[config.mk]
export PLATFORM = sky130hd
export DESIGN_NAME = mem_arbiter_flat
export DESIGN_NICKNAME = d
export VERILOG_FILES = /design/src/rtl/mem_arbiter_if.sv /design/src/rtl/mem_arbiter.sv /design/src/flat_wrapper.sv
export SDC_FILE = /design/constraint.sdc
export NUM_CORES = 1
export LEC_CHECK = 0
export BUFFER_PORTS_ARGS = -buffer_cell sky130_fd_sc_hd__clkbuf_2
export CAP_MARGIN = 20
export CORE_ASPECT_RATIO = 0.9
export CORE_MARGIN = 4
export CORE_UTILIZATION = 47
export DETAILED_ROUTE_END_ITERATION = 10
export GPL_ROUTABILITY_DRIVEN = 0
export HOLD_SLACK_MARGIN = 0.08
export PLACE_DENSITY = 0.85
export SLEW_MARGIN = 15
export SYNTH_ARGS = -nofsm -noshare
export SYNTH_HDL_FRONTEND = slang
export SYNTH_SLANG_ARGS = --single-unit
[constraint.sdc]
create_clock -name i_clk -period 2.2 [get_ports i_clk]
set_clock_uncertainty 0.05 [all_clocks]
set_input_delay 0.33 -clock i_clk [delete_from_list [all_inputs] [get_ports i_clk]]
set_output_delay 0.33 -clock i_clk [all_outputs]
set_load 0.01 [all_outputs]
[src/rtl/mem_arbiter_if.sv]
// Shared-memory arbiter bus: IF fetch port, MEM data port and memory port.
// The arbiter sits on the slave side; requesters and memory sit on master.
interface mem_arbiter_if #(
  parameter int ADDR_W = 32,
  parameter int DATA_W = 32
);
  logic                if_req;
  logic [ADDR_W-1:0]   if_addr;
  logic                if_gnt;
  logic                if_rvalid;
  logic [DATA_W-1:0]   if_rdata;
  logic                if_err;

  logic                d_req;
  logic                d_we;
  logic [ADDR_W-1:0]   d_addr;
  logic [DATA_W-1:0]   d_wdata;
  logic [DATA_W/8-1:0] d_wstrb;
  logic                d_gnt;
  logic                d_rvalid;
  logic [DATA_W-1:0]   d_rdata;
  logic                d_err;

  logic                mem_req;
  logic                mem_we;
  logic [ADDR_W-1:0]   mem_addr;
  logic [DATA_W-1:0]   mem_wdata;
  logic [DATA_W/8-1:0] mem_wstrb;
  logic                mem_ack;
  logic [DATA_W-1:0]   mem_rdata;

  modport slave (
    input  if_req, if_addr,
    output if_gnt, if_rvalid, if_rdata, if_err,
    input  d_req, d_we, d_addr, d_wdata, d_wstrb,
    output d_gnt, d_rvalid, d_rdata, d_err,
    output mem_req, mem_we, mem_addr, mem_wdata, mem_wstrb,
    input  mem_ack, mem_rdata
  );

  modport master (
    output if_req, if_addr,
    input  if_gnt, if_rvalid, if_rdata, if_err,
    output d_req, d_we, d_addr, d_wdata, d_wstrb,
    input  d_gnt, d_rvalid, d_rdata, d_err,
    input  mem_req, mem_we, mem_addr, mem_wdata, mem_wstrb,
    output mem_ack, mem_rdata
  );
endinterface

[src/rtl/mem_arbiter.sv]
// Single-port memory arbiter: data port first, IF forced after a run of
// data grants, one outstanding access, per-access timeout with error.
module mem_arbiter #(
  parameter int ADDR_W       = 32,
  parameter int DATA_W       = 32,
  parameter int STARVE_LIMIT = 4,
  parameter int TIMEOUT      = 16
) (
  input logic          i_clk,
  input logic          i_rst_n,
  mem_arbiter_if.slave bus
);
  localparam int SW = $clog2(STARVE_LIMIT + 1);
  localparam int TW = $clog2(TIMEOUT + 1);
  localparam int BW = DATA_W / 8;
  localparam logic [SW-1:0] STARVE_MAX = SW'(STARVE_LIMIT);
  localparam logic [TW-1:0] TIME_LAST  = TW'(TIMEOUT - 1);

  typedef enum logic [1:0] {
    S_IDLE,
    S_BUSY_IF,
    S_BUSY_D
  } state_t;

  state_t r_state;
  state_t w_next;

  logic [SW-1:0]     r_starve;
  logic [TW-1:0]     r_timer;
  logic              r_mem_req;
  logic              r_mem_we;
  logic [ADDR_W-1:0] r_mem_addr;
  logic [DATA_W-1:0] r_mem_wdata;
  logic [BW-1:0]     r_mem_wstrb;
  logic              r_if_rvalid;
  logic              r_if_err;
  logic [DATA_W-1:0] r_if_rdata;
  logic              r_d_rvalid;
  logic              r_d_err;
  logic [DATA_W-1:0] r_d_rdata;

  logic w_force_if;
  logic w_if_gnt;
  logic w_d_gnt;
  logic w_ack;
  logic w_tout;
  logic w_done;

  assign w_force_if = bus.if_req && (r_starve == STARVE_MAX);
  assign w_done     = w_ack || w_tout;

  always_ff @(posedge i_clk or negedge i_rst_n) begin
    if (!i_rst_n) r_state <= S_IDLE;
    else          r_state <= w_next;
  end

  // Grants are qualified by reset so nothing is accepted while it is low.
  always_comb begin
    w_next   = r_state;
    w_if_gnt = 1'b0;
    w_d_gnt  = 1'b0;
    w_ack    = 1'b0;
    w_tout   = 1'b0;
    unique case (r_state)
      S_IDLE: begin
        if (bus.d_req && !w_force_if) begin
          w_d_gnt = i_rst_n;
          w_next  = S_BUSY_D;
        end else if (bus.if_req) begin
          w_if_gnt = i_rst_n;
          w_next   = S_BUSY_IF;
        end
      end
      S_BUSY_IF, S_BUSY_D: begin
        if (bus.mem_ack) begin
          w_ack  = 1'b1;
          w_next = S_IDLE;
        end else if (r_timer == TIME_LAST) begin
          w_tout = 1'b1;
          w_next = S_IDLE;
        end
      end
      default: w_next = S_IDLE;
    endcase
  end

  always_ff @(posedge i_clk or negedge i_rst_n) begin
    if (!i_rst_n) begin
      r_starve    <= '0;
      r_timer     <= '0;
      r_mem_req   <= 1'b0;
      r_mem_we    <= 1'b0;
      r_mem_addr  <= '0;
      r_mem_wdata <= '0;
      r_mem_wstrb <= '0;
      r_if_rvalid <= 1'b0;
      r_if_err    <= 1'b0;
      r_if_rdata  <= '0;
      r_d_rvalid  <= 1'b0;
      r_d_err     <= 1'b0;
      r_d_rdata   <= '0;
    end else begin
      r_if_rvalid <= 1'b0;
      r_if_err    <= 1'b0;
      r_d_rvalid  <= 1'b0;
      r_d_err     <= 1'b0;

      if (w_d_gnt || w_if_gnt) begin
        r_mem_req   <= 1'b1;
        r_timer     <= '0;
        r_mem_we    <= w_d_gnt && bus.d_we;
        r_mem_addr  <= w_d_gnt ? bus.d_addr : bus.if_addr;
        r_mem_wdata <= w_d_gnt ? bus.d_wdata : '0;
        r_mem_wstrb <= w_d_gnt ? bus.d_wstrb : '0;
      end else if (w_done) begin
        r_mem_req <= 1'b0;
      end else if (r_state != S_IDLE && r_timer != TIME_LAST) begin
        r_timer <= r_timer + 1'b1;
      end

      if (w_done && r_state == S_BUSY_IF) begin
        r_if_rvalid <= 1'b1;
        r_if_err    <= w_tout;
        r_if_rdata  <= w_ack ? bus.mem_rdata : '0;
      end

      if (w_done && r_state == S_BUSY_D) begin
        r_d_rvalid <= 1'b1;
        r_d_err    <= w_tout;
        r_d_rdata  <= (w_ack && !r_mem_we) ? bus.mem_rdata : '0;
      end

      if (w_if_gnt) begin
        r_starve <= '0;
      end else if (w_d_gnt) begin
        if (!bus.if_req)
          r_starve <= '0;
        else if (r_starve != STARVE_MAX)
          r_starve <= r_starve + 1'b1;
      end
    end
  end

  assign bus.if_gnt    = w_if_gnt;
  assign bus.d_gnt     = w_d_gnt;
  assign bus.mem_req   = r_mem_req;
  assign bus.mem_we    = r_mem_we;
  assign bus.mem_addr  = r_mem_addr;
  assign bus.mem_wdata = r_mem_wdata;
  assign bus.mem_wstrb = r_mem_wstrb;
  assign bus.if_rvalid = r_if_rvalid;
  assign bus.if_err    = r_if_err;
  assign bus.if_rdata  = r_if_rdata;
  assign bus.d_rvalid  = r_d_rvalid;
  assign bus.d_err     = r_d_err;
  assign bus.d_rdata   = r_d_rdata;
endmodule

[src/flat_wrapper.sv]
// flat-port wrapper written by rule: the top's interface ports become plain ports
module mem_arbiter_flat 
#(
  parameter int ADDR_W       = 32,
  parameter int DATA_W       = 32,
  parameter int STARVE_LIMIT = 4,
  parameter int TIMEOUT      = 16
)
  (i_clk, i_rst_n, bus_if_req, bus_if_addr, bus_if_gnt, bus_if_rvalid, bus_if_rdata, bus_if_err, bus_d_req, bus_d_we, bus_d_addr, bus_d_wdata, bus_d_wstrb, bus_d_gnt, bus_d_rvalid, bus_d_rdata, bus_d_err, bus_mem_req, bus_mem_we, bus_mem_addr, bus_mem_wdata, bus_mem_wstrb, bus_mem_ack, bus_mem_rdata);
  mem_arbiter_if #(.ADDR_W(ADDR_W), .DATA_W(DATA_W)) bus_i ();
  input logic i_clk;
  input logic i_rst_n;
  input wire logic [$bits(bus_i.if_req)-1:0] bus_if_req;
  input wire logic [$bits(bus_i.if_addr)-1:0] bus_if_addr;
  output wire logic [$bits(bus_i.if_gnt)-1:0] bus_if_gnt;
  output wire logic [$bits(bus_i.if_rvalid)-1:0] bus_if_rvalid;
  output wire logic [$bits(bus_i.if_rdata)-1:0] bus_if_rdata;
  output wire logic [$bits(bus_i.if_err)-1:0] bus_if_err;
  input wire logic [$bits(bus_i.d_req)-1:0] bus_d_req;
  input wire logic [$bits(bus_i.d_we)-1:0] bus_d_we;
  input wire logic [$bits(bus_i.d_addr)-1:0] bus_d_addr;
  input wire logic [$bits(bus_i.d_wdata)-1:0] bus_d_wdata;
  input wire logic [$bits(bus_i.d_wstrb)-1:0] bus_d_wstrb;
  output wire logic [$bits(bus_i.d_gnt)-1:0] bus_d_gnt;
  output wire logic [$bits(bus_i.d_rvalid)-1:0] bus_d_rvalid;
  output wire logic [$bits(bus_i.d_rdata)-1:0] bus_d_rdata;
  output wire logic [$bits(bus_i.d_err)-1:0] bus_d_err;
  output wire logic [$bits(bus_i.mem_req)-1:0] bus_mem_req;
  output wire logic [$bits(bus_i.mem_we)-1:0] bus_mem_we;
  output wire logic [$bits(bus_i.mem_addr)-1:0] bus_mem_addr;
  output wire logic [$bits(bus_i.mem_wdata)-1:0] bus_mem_wdata;
  output wire logic [$bits(bus_i.mem_wstrb)-1:0] bus_mem_wstrb;
  input wire logic [$bits(bus_i.mem_ack)-1:0] bus_mem_ack;
  input wire logic [$bits(bus_i.mem_rdata)-1:0] bus_mem_rdata;
  assign bus_i.if_req = bus_if_req;
  assign bus_i.if_addr = bus_if_addr;
  assign bus_if_gnt = bus_i.if_gnt;
  assign bus_if_rvalid = bus_i.if_rvalid;
  assign bus_if_rdata = bus_i.if_rdata;
  assign bus_if_err = bus_i.if_err;
  assign bus_i.d_req = bus_d_req;
  assign bus_i.d_we = bus_d_we;
  assign bus_i.d_addr = bus_d_addr;
  assign bus_i.d_wdata = bus_d_wdata;
  assign bus_i.d_wstrb = bus_d_wstrb;
  assign bus_d_gnt = bus_i.d_gnt;
  assign bus_d_rvalid = bus_i.d_rvalid;
  assign bus_d_rdata = bus_i.d_rdata;
  assign bus_d_err = bus_i.d_err;
  assign bus_mem_req = bus_i.mem_req;
  assign bus_mem_we = bus_i.mem_we;
  assign bus_mem_addr = bus_i.mem_addr;
  assign bus_mem_wdata = bus_i.mem_wdata;
  assign bus_mem_wstrb = bus_i.mem_wstrb;
  assign bus_i.mem_ack = bus_mem_ack;
  assign bus_i.mem_rdata = bus_mem_rdata;
  mem_arbiter #(.ADDR_W(ADDR_W), .DATA_W(DATA_W), .STARVE_LIMIT(STARVE_LIMIT), .TIMEOUT(TIMEOUT)) u_core (.i_clk(i_clk), .i_rst_n(i_rst_n), .bus(bus_i));
endmodule
==> flow_summary.rst, run 1 <==
.. list-table::
   :header-rows: 1

   * - Metric
     - Value
   * - First-pass GRT wire length
     - approximately 27000 um
   * - Async S/R FF share, synth
     - 100%
   * - Commonest non-fill, non-tap cell in the layout
     - sky130_fd_sc_hd__clkbuf_2
   * - Crit Path Max Fanout
     - 4
   * - Remaining antenna violation count after routing
     - 0
   * - Switch share
     - 36.2%
   * - Number of vias per cell after detailed routing
     - 5.34
   * - Critical-path top delay cell
     - sky130_fd_sc_hd__dfrtp_1
   * - Area of the die
     - approximately 0.015 sq mm
   * - Max VDD drop
     - 0.953 mV
   * - Internal power
     - 7.54 mW
   * - Worst hold path type
     - in -> reg
   * - Number of instances in the synthesized netlist
     - 553
   * - Number of clock buffers inserted by TritonCTS
     - 17
   * - R2r startpoint
     - u_core.r_timer[0]$_DFFE_PN0P_
   * - Routed wire length
     - 17800 um
   * - Arrival time at the worst endpoint
     - 1700 ps
   * - CTS tree
     - done
   * - Headroom to the max-slew limit
     - 47.2%
   * - Cell area after placement
     - a little under 0.008 sq mm
   * - Clock latency at the later pin of the worst-skew pair
     - between 400 and 500 ps
   * - Cell-by-cell trace of the critical path
     - inv_1, ha_2, and3_4, or2_4, inv_6, clkbuf_2
   * - Unrepaired setup endpoints after global routing
     - false
   * - Floorplan core area
     - between 0.01 and 0.015 sq mm
   * - Leakage
     - 4.63 nW
   * - Proportion of power drawn by the clock network
     - 23.6%
   * - H-tree level count
     - 4
   * - Total clock sinks
     - 148
   * - Type of origin of the critical path
     - flop
   * - Count of antenna diodes in the layout
     - 0
   * - Fraction of power consumed by combinational cells
     - 36.8%
   * - Accumulated negative setup slack
     - 0 ps
   * - Capturing element of the worst setup path
     - bus_d_gnt
   * - Number of port buffers
     - 277
   * - Summed instance area of the synthesized netlist
     - 0.00619 sq mm
   * - Cell at the root of the clock tree
     - sky130_fd_sc_hd__clkbuf_16
   * - Final setup violating endpoints
     - 0
   * - Violation count after the first detailed-routing iteration
     - 425
   * - All-Layer GR Usage
     - between 20% and 30%
   * - Setup slack on the worst flop-to-flop path
     - 180 ps
   * - DP Wirelength
     - around 12000 um
   * - CTS Buffer Depth
     - 2
   * - Leading cell types in the layout, fill and taps excluded
     - 276 x sky130_fd_sc_hd__clkbuf_2, 148 x sky130_fd_sc_hd__dfrtp_1, 75 x sky130_fd_sc_hd__inv_1, 69 x sky130_fd_sc_hd__a22o_1, 68 x sky130_fd_sc_hd__nand2_1
   * - Number of synthesized register bits
     - ~150
   * - Total number of nets in the final design
     - a little under 1000
   * - Primary FF master, synth
     - sky130_fd_sc_hd__dfrtp_1
   * - Initial antenna violation count
     - 0
   * - Start-to-end type of the worst setup path
     - reg -> out
   * - Unique masters post-synth
     - 33
   * - Number of flops mapped to enable cells by yosys
     - 0
   * - Die Ht
     - 117 um
   * - Worst flop-to-flop path endpoint
     - u_core.bus.d_rdata[24]$_DFFE_PN0P_
   * - Part of the total power dissipated in sequential elements
     - about two fifths
   * - Top area cells in the synthesized netlist
     - sky130_fd_sc_hd__dfrtp_1 60%, sky130_fd_sc_hd__a22o_1 9.8%, sky130_fd_sc_hd__o211ai_1 7.9%, sky130_fd_sc_hd__inv_1 4.5%, sky130_fd_sc_hd__nand2_1 4.1%
   * - Starting Density
     - between 40% and 50%
   * - Maximum number of pins on one net before global-route repair
     - 73
   * - Post-synth top area cell
     - sky130_fd_sc_hd__dfrtp_1
   * - Max Cap Viol
     - 0
   * - Synthesis-to-layout area growth
     - 38.6%
   * - Post-DR wirelength/cell
     - 17.4 um
   * - Delay of the slowest cell on the worst path
     - ~350 ps
   * - Number of warnings printed during yosys synthesis
     - 0
   * - Net count after synthesis
     - ~700
   * - Number of pins with negative max-slew slack in the final report
     - 0
   * - Net switching power
     - 4.27 mW
   * - Data required, critical path
     - 1820 ps
   * - Final hold violation count
     - 0
   * - Transition time of the tightest slew-check pin
     - roughly 790 ps
   * - Highest attainable clock frequency
     - 0.480 GHz
   * - Part of the Yosys area used for sequential elements
     - 59.8%
   * - Final global-route overflow total
     - 0
   * - Area share of the leading cell type in the synthesized netlist
     - approximately 60%
   * - Fraction of layout cells with a size suffix above 1
     - 38.4%
   * - Num ports
     - 278
   * - Clock period minus worst slack
     - 2080 ps
   * - Vias
     - around 5500
   * - Die X
     - 129 um
   * - Number of search-and-repair iterations in the first detailed-routing pass
     - 5
   * - Fraction of the cycle the final worst path needs
     - 94.6%
   * - Endpoint kind of the worst setup timing path
     - output pin
   * - Via count of the first global-routing pass
     - approximately 5500
   * - Worst setup path startpoint
     - u_core.r_starve[0]$_DFFE_PN0P_
   * - Cell area power density
     - 1380 mW/mm^2
   * - Run status
     - finished clean
   * - Worst reg2reg path depth
     - 7
   * - Placement Rows
     - 39
   * - Average cell area after synthesis
     - 11.2 sq um
   * - Post-detailed-route DRC marker count
     - 0
   * - Final non-filler cell area
     - 0.00858 sq mm
   * - Clock edge transition at the registers on the reported setup and hold paths
     - 60 ps
## how the worst min path moves through the flow
stage          depth (start not counted)                                    to             from
5_1_grt                                2   u_core.bus.mem_wdata[4]$_DFFE_PN0P_   bus_d_wdata[4]
3_5_place_dp                           1        u_core.r_starve[0]$_DFFE_PN0P_          i_rst_n
6_report                               2  u_core.bus.mem_wdata[11]$_DFFE_PN0P_  bus_d_wdata[11]
3_3_place_gp                           1        u_core.r_starve[0]$_DFFE_PN0P_          i_rst_n
2_1_floorplan                          0            u_core.bus.d_err$_DFF_PN0_          i_rst_n
4_1_cts                                2  u_core.bus.mem_wdata[11]$_DFFE_PN0P_  bus_d_wdata[11]
## flip-flops by register name, summed over array words and instances (netlist names)
| register | count |
|---|---|
| u_core.r_starve | 3 |
| u_core.bus.d_rvalid | 1 |
| u_core.r_state | 2 |
| u_core.r_timer | 5 |
| u_core.bus.mem_addr | 32 |
| u_core.bus.if_rvalid | 1 |
| u_core.bus.mem_we | 1 |
| u_core.bus.d_rdata | 32 |
| u_core.bus.d_err | 1 |
| u_core.bus.if_rdata | 32 |
| u_core.bus.mem_wdata | 32 |
| u_core.bus.mem_wstrb | 4 |
| u_core.bus.if_err | 1 |
| u_core.bus.mem_req | 1 |
## per-stage QoR
| stage | hold slack (ps) | instances | worst slack (ps) | power, mW | util [%] |
|---|---|---|---|---|---|
| detailed placement | 86.1 | 965 | 190 | 9.01 | 60.5 |
| global placement | 85.6 | 965 | 219 | 8.84 | 60.5 |
| CTS | 81.1 | 1022 | 6.60 | 11.9 | 67.0 |
| global route | 85.0 | 1023 | 17.0 | 12.6 | 67.1 |
| floorplan | -15.6 | 553 | 212 | 7.00 | - |
| finish | 93.8 | 1023 | 119 | 11.8 | 67.1 |
## cell type report
cell class                 instances  area [sq um]
timing repair buffer             319          1840
multi-input combinational        284          1970
inverter                          76           290
clock buffer                      20           457
tap                              164           205
clock inverter                    12           120
sequential                       148          3700
fill                             924          4200
## cell usage after synthesis, drive strengths merged (2+ instances only)
master    n
nand2    68
or3       2
and3      5
a21oi     6
o211ai   66
a22o     69
nand3     4
inv      76
clkbuf   26
a211oi    2
nor2      4
o21ai     5
dfrtp   148
ha        7
a32o      3
buf      19
o31ai    32
## power groups by stage
stage	combinational (mW)	sequential, mW	clock, mW
3_5_place_dp	4.34	4.67	0
5_1_grt	4.77	4.82	2.97
3_3_place_gp	4.18	4.66	0
6_report	4.34	4.68	2.79
4_1_cts	4.37	4.67	2.84
2_1_floorplan	1.88	5.13	0
## worst max-delay path: cells and delay by family, from the launching register on
kind,cells,cell delay (ps)
buffers and inverters,3,280
AND/OR/NAND/NOR,2,460
adder cells (fa/ha/maj),1,200
flip-flops,1,350
## cell families (layout without fill, tap and decap cells)
| logic type | count (synthesis) | in the layout | share of synthesized area [%] |
|---|---|---|---|
| compound gates | 188 | 188 | 24.0 |
| simple gates | 88 | 88 | 6.04 |
| xor+xnor | 1 | 1 | 0.141 |
| fa+ha+maj | 7 | 7 | 1.41 |
| flops | 148 | 148 | 59.8 |
| buf+inv | 121 | 427 | 8.59 |
## per-layer routing
metal,share of wire [%],track usage [%],wire length (um)
met1,40,29.0,7110
met3,8.7,6.13,1540
met4,1.9,8.19,345
met2,49,38.7,8760
met5,0,0,0
## timing repair
item	4_1_cts	5_1_grt
setup buffers	0	0
hold buffers	25	1
gates resized for setup	0	2
hold endpoints to repair	51	1
setup endpoints to repair	0	1
(Power assumes the default switching activity.)
==> inputs of run 2 (changes only) <==
- ABC_AREA: unset -> 1
- CORE_UTILIZATION: 47 -> 50
- CTS_BUF_LIST: unset -> sky130_fd_sc_hd__clkbuf_8
- PLACE_DENSITY: 0.85 -> unset
- PLACE_DENSITY_LB_ADDON: unset -> 0.05
==> run 2 against run 1 <==
Net effect: synthesized area is 5.8% higher; cell count is 27% higher; non-clock buffer count is 32 higher; synthesized cell count is 44% higher; highest routed layer unchanged.
==> flow_summary.rst, run 2 <==
.. list-table::
   :header-rows: 1

   * - Metric
     - Value
   * - Commonest non-fill, non-tap cell in the layout
     - sky130_fd_sc_hd__nand2_1
   * - Setup slack on the worst flop-to-flop path
     - 170 ps
   * - Top area cells in the synthesized netlist
     - sky130_fd_sc_hd__dfrtp_1 57%, sky130_fd_sc_hd__nand2_1 17%, sky130_fd_sc_hd__inv_1 6.4%, sky130_fd_sc_hd__o21ai_0 4.8%, sky130_fd_sc_hd__nand3_1 2.9%
   * - Leakage
     - roughly 5.3 nW
   * - Die X
     - roughly 130 um
   * - Capturing element of the worst setup path
     - bus_if_gnt
   * - Unique masters post-synth
     - 24
   * - Part of the Yosys area used for sequential elements
     - 56.5%
   * - Cell at the root of the clock tree
     - sky130_fd_sc_hd__clkbuf_8
   * - Critical-path top delay cell
     - sky130_fd_sc_hd__dfrtp_1
   * - Routed wire length
     - 18200 um
   * - Worst setup path startpoint
     - u_core.r_starve[0]$_DFFE_PN0P_
   * - Unrepaired setup endpoints after global routing
     - false
   * - Start-to-end type of the worst setup path
     - reg -> out
   * - Starting Density
     - 51.2%
   * - Final hold violation count
     - 0
   * - Number of clock buffers inserted by TritonCTS
     - 17
   * - DP Wirelength
     - 12200 um
   * - Cell area power density
     - 1230 mW/mm^2
   * - Highest attainable clock frequency
     - around 0.48 GHz
   * - Worst flop-to-flop path endpoint
     - u_core.bus.d_rdata[15]$_DFFE_PN0P_
   * - Arrival time at the worst endpoint
     - 1690 ps
   * - Num ports
     - 278
   * - Placement Rows
     - 39
   * - Total number of nets in the final design
     - 1272
   * - Number of synthesized register bits
     - 148
   * - Number of flops mapped to enable cells by yosys
     - 0
   * - Accumulated negative setup slack
     - 0 ps
   * - Number of port buffers
     - 277
   * - Final global-route overflow total
     - 0
   * - Number of pins with negative max-slew slack in the final report
     - 0
   * - Number of instances in the synthesized netlist
     - 795
   * - Final setup violating endpoints
     - 0
   * - Remaining antenna violation count after routing
     - 0
   * - Post-CTS setup buffer count
     - 0
   * - Area of the die
     - roughly 0.015 sq mm
   * - Vias
     - 6235
   * - Clock edge transition at the registers on the reported setup and hold paths
     - 80 ps
   * - Leading cell types in the layout, fill and taps excluded
     - 291 x sky130_fd_sc_hd__nand2_1, 276 x sky130_fd_sc_hd__clkbuf_2, 148 x sky130_fd_sc_hd__dfrtp_1, 113 x sky130_fd_sc_hd__inv_1, 63 x sky130_fd_sc_hd__o21ai_0
   * - Top-count cell post-synth
     - sky130_fd_sc_hd__nand2_1
   * - Number of vias per cell after detailed routing
     - 4.78
   * - Post-synth top area cell
     - sky130_fd_sc_hd__dfrtp_1
   * - Area share of the leading cell type in the synthesized netlist
     - 56.5%
   * - Average cell area after synthesis
     - 8.24 sq um
   * - Post-detailed-route DRC marker count
     - 0
   * - Headroom to the max-slew limit
     - 50.8%
   * - Worst hold path type
     - in -> reg
   * - Async S/R FF share, synth
     - between 90% and 100%
   * - Post-DR wirelength/cell
     - approximately 14 um
   * - Delay of the slowest cell on the worst path
     - 380 ps
   * - Utilization after layout
     - 70.9%
   * - Transition time of the tightest slew-check pin
     - 738 ps
   * - CTS Buffer Depth
     - 2
   * - Maximum number of pins on one net before global-route repair
     - 145
   * - CTS tree
     - done
   * - Cell-by-cell trace of the critical path
     - inv_1, ha_1, nand3_2, a21oi_2, and3_1, clkbuf_2
   * - Primary FF master, synth
     - sky130_fd_sc_hd__dfrtp_1
   * - Summed instance area of the synthesized netlist
     - 0.00655 sq mm
   * - Ranking of synthesized cells by instance count
     - 291 x sky130_fd_sc_hd__nand2_1, 148 x sky130_fd_sc_hd__dfrtp_1, 112 x sky130_fd_sc_hd__inv_1
   * - Data required, critical path
     - between 1500 and 2000 ps
   * - Fraction of the cycle the final worst path needs
     - 94.0%
   * - Worst reg2reg path depth
     - 9
   * - Die Ht
     - roughly 120 um
   * - Max VDD drop
     - 0.589 mV
   * - H-tree level count
     - 4
   * - Via count of the first global-routing pass
     - 6038
   * - Run status
     - finished clean
   * - R2r startpoint
     - u_core.r_timer[1]$_DFFE_PN0P_
   * - All-Layer GR Usage
     - 24.4%
   * - Type of origin of the critical path
     - flop
   * - Filler instances
     - 1073
   * - Clock period minus worst slack
     - 2070 ps
   * - Total clock sinks
     - 148
   * - Synthesis-to-layout area growth
     - 38.3%
   * - Number of warnings printed during yosys synthesis
     - 0
   * - Floorplan core area
     - 0.0128 sq mm
   * - Count of antenna diodes in the layout
     - 0
   * - Violation count after the first detailed-routing iteration
     - 337
   * - Crit Path Max Fanout
     - 3
   * - Fraction of layout cells with a size suffix above 1
     - 29.2%
   * - Clock latency at the later pin of the worst-skew pair
     - 430 ps
   * - First-pass GRT wire length
     - 29100 um
   * - Max Cap Viol
     - 0
   * - Net count after synthesis
     - 940
   * - Number of search-and-repair iterations in the first detailed-routing pass
     - 4
   * - Endpoint kind of the worst setup timing path
     - output pin
   * - Initial antenna violation count
     - 0
==> run 2: cell types whose count changed in the layout (fill, tap and decap cells not counted), moves of 7 or more <==
cell / before / now
sky130_fd_sc_hd__inv_1: 75 / 113
sky130_fd_sc_hd__dlygate4sd3_1: 26 / 61
sky130_fd_sc_hd__nand3_1: 4 / 38
sky130_fd_sc_hd__o21ai_0: 5 / 63
sky130_fd_sc_hd__a22o_1: 69 / 0
sky130_fd_sc_hd__clkinv_2: 0 / 8
sky130_fd_sc_hd__o211ai_1: 65 / 1
sky130_fd_sc_hd__clkbuf_16: 17 / 0
sky130_fd_sc_hd__clkbuf_8: 2 / 20
sky130_fd_sc_hd__a21oi_1: 6 / 32
sky130_fd_sc_hd__nor2_1: 4 / 42
sky130_fd_sc_hd__o21ai_1: 0 / 7
sky130_fd_sc_hd__o31ai_1: 32 / 0
sky130_fd_sc_hd__nand2_1: 68 / 291
==> run 2: cells by family after synthesis <==
group	after synthesis	share of synthesized area (%)
and+or+nand+nor	381	23.3
buffers and inverters	152	10.4
DFF	148	56.5
AOI/OAI and AO/OA	105	8.23
adders and majority gates	7	1.34
xor gates and xnor gates	2	0.267
==> run 2: critical path, delay by kind of cell (launching register included) <==
family	cells	cell delay (ps)
adders and majority gates	1	170
DFF	1	380
AOI/OAI and AO/OA	1	160
and+or+nand+nor	2	290
buffers and inverters	2	250
==> run 2: worst min-delay path by stage <==
stage	startpoint	endpoint	slack, ps	cells after the start
CTS	bus_mem_rdata[11]	u_core.bus.d_rdata[11]$_DFFE_PN0P_	80	3
global placement	i_rst_n	u_core.r_starve[2]$_DFFE_PN0P_	80	1
floorplan	i_rst_n	u_core.bus.d_err$_DFF_PN0_	-20	0
global route	bus_mem_rdata[5]	u_core.bus.if_rdata[5]$_DFFE_PN0P_	80	3
detailed placement	i_rst_n	u_core.r_starve[2]$_DFFE_PN0P_	80	1
finish	bus_mem_rdata[5]	u_core.bus.d_rdata[5]$_DFFE_PN0P_	110	3
==> run 2: what timing repair did <==
item	in CTS	in global routing
gates resized for setup	1	2
hold buffers	61	0
endpoints found under the hold margin	174	0
endpoints found under the setup margin	1	23
pin swaps	0	1
gates cloned	0	1
==> run 2: metal layers <==
| metal | GRT usage [%] | up-vias | wire length, um |
|---|---|---|---|
| li1 | - | 3082 | - |
| met1 | 30.4 | 2891 | 7470 |
| met2 | 40.8 | 225 | 8920 |
| met3 | 7.04 | 37 | 1380 |
| met4 | 8.75 | 0 | 399 |
| met5 | 0 | - | 0 |
==> run 2: power by group <==
group	leakage, nW	internal [mW]	switching (mW)
registers	1.86	3.90	0.663
logic	3.21	1.78	2.75
clock network	0.209	1.08	0.972
==> run 2: per-stage QoR <==
stage,setup slack [ps],total power [mW],instance area (sq um),std cells,hold slack [ps]
2_1_floorplan,489,7.07,6550,795,-15.6
3_3_place_gp,234,8.91,8040,1210,83.7
3_5_place_dp,178,9.01,8040,1210,84.2
4_1_cts,56.8,11.2,9040,1303,80.2
5_1_grt,2.71,12.0,9060,1304,84.6
6_report,132,11.1,9060,1304,106
==> run 2: area by class of cell <==
cell class              count  area (sq um)  area share (%)
clock buffers              20           275            3.04
flip-flops and latches    148          3700            40.9
clock inverters            12           111            1.23
well taps                 164           205            2.26
inverters                 113           424            4.68
repair buffers            351          2150            23.7
multi-input cells         496          2190            24.2
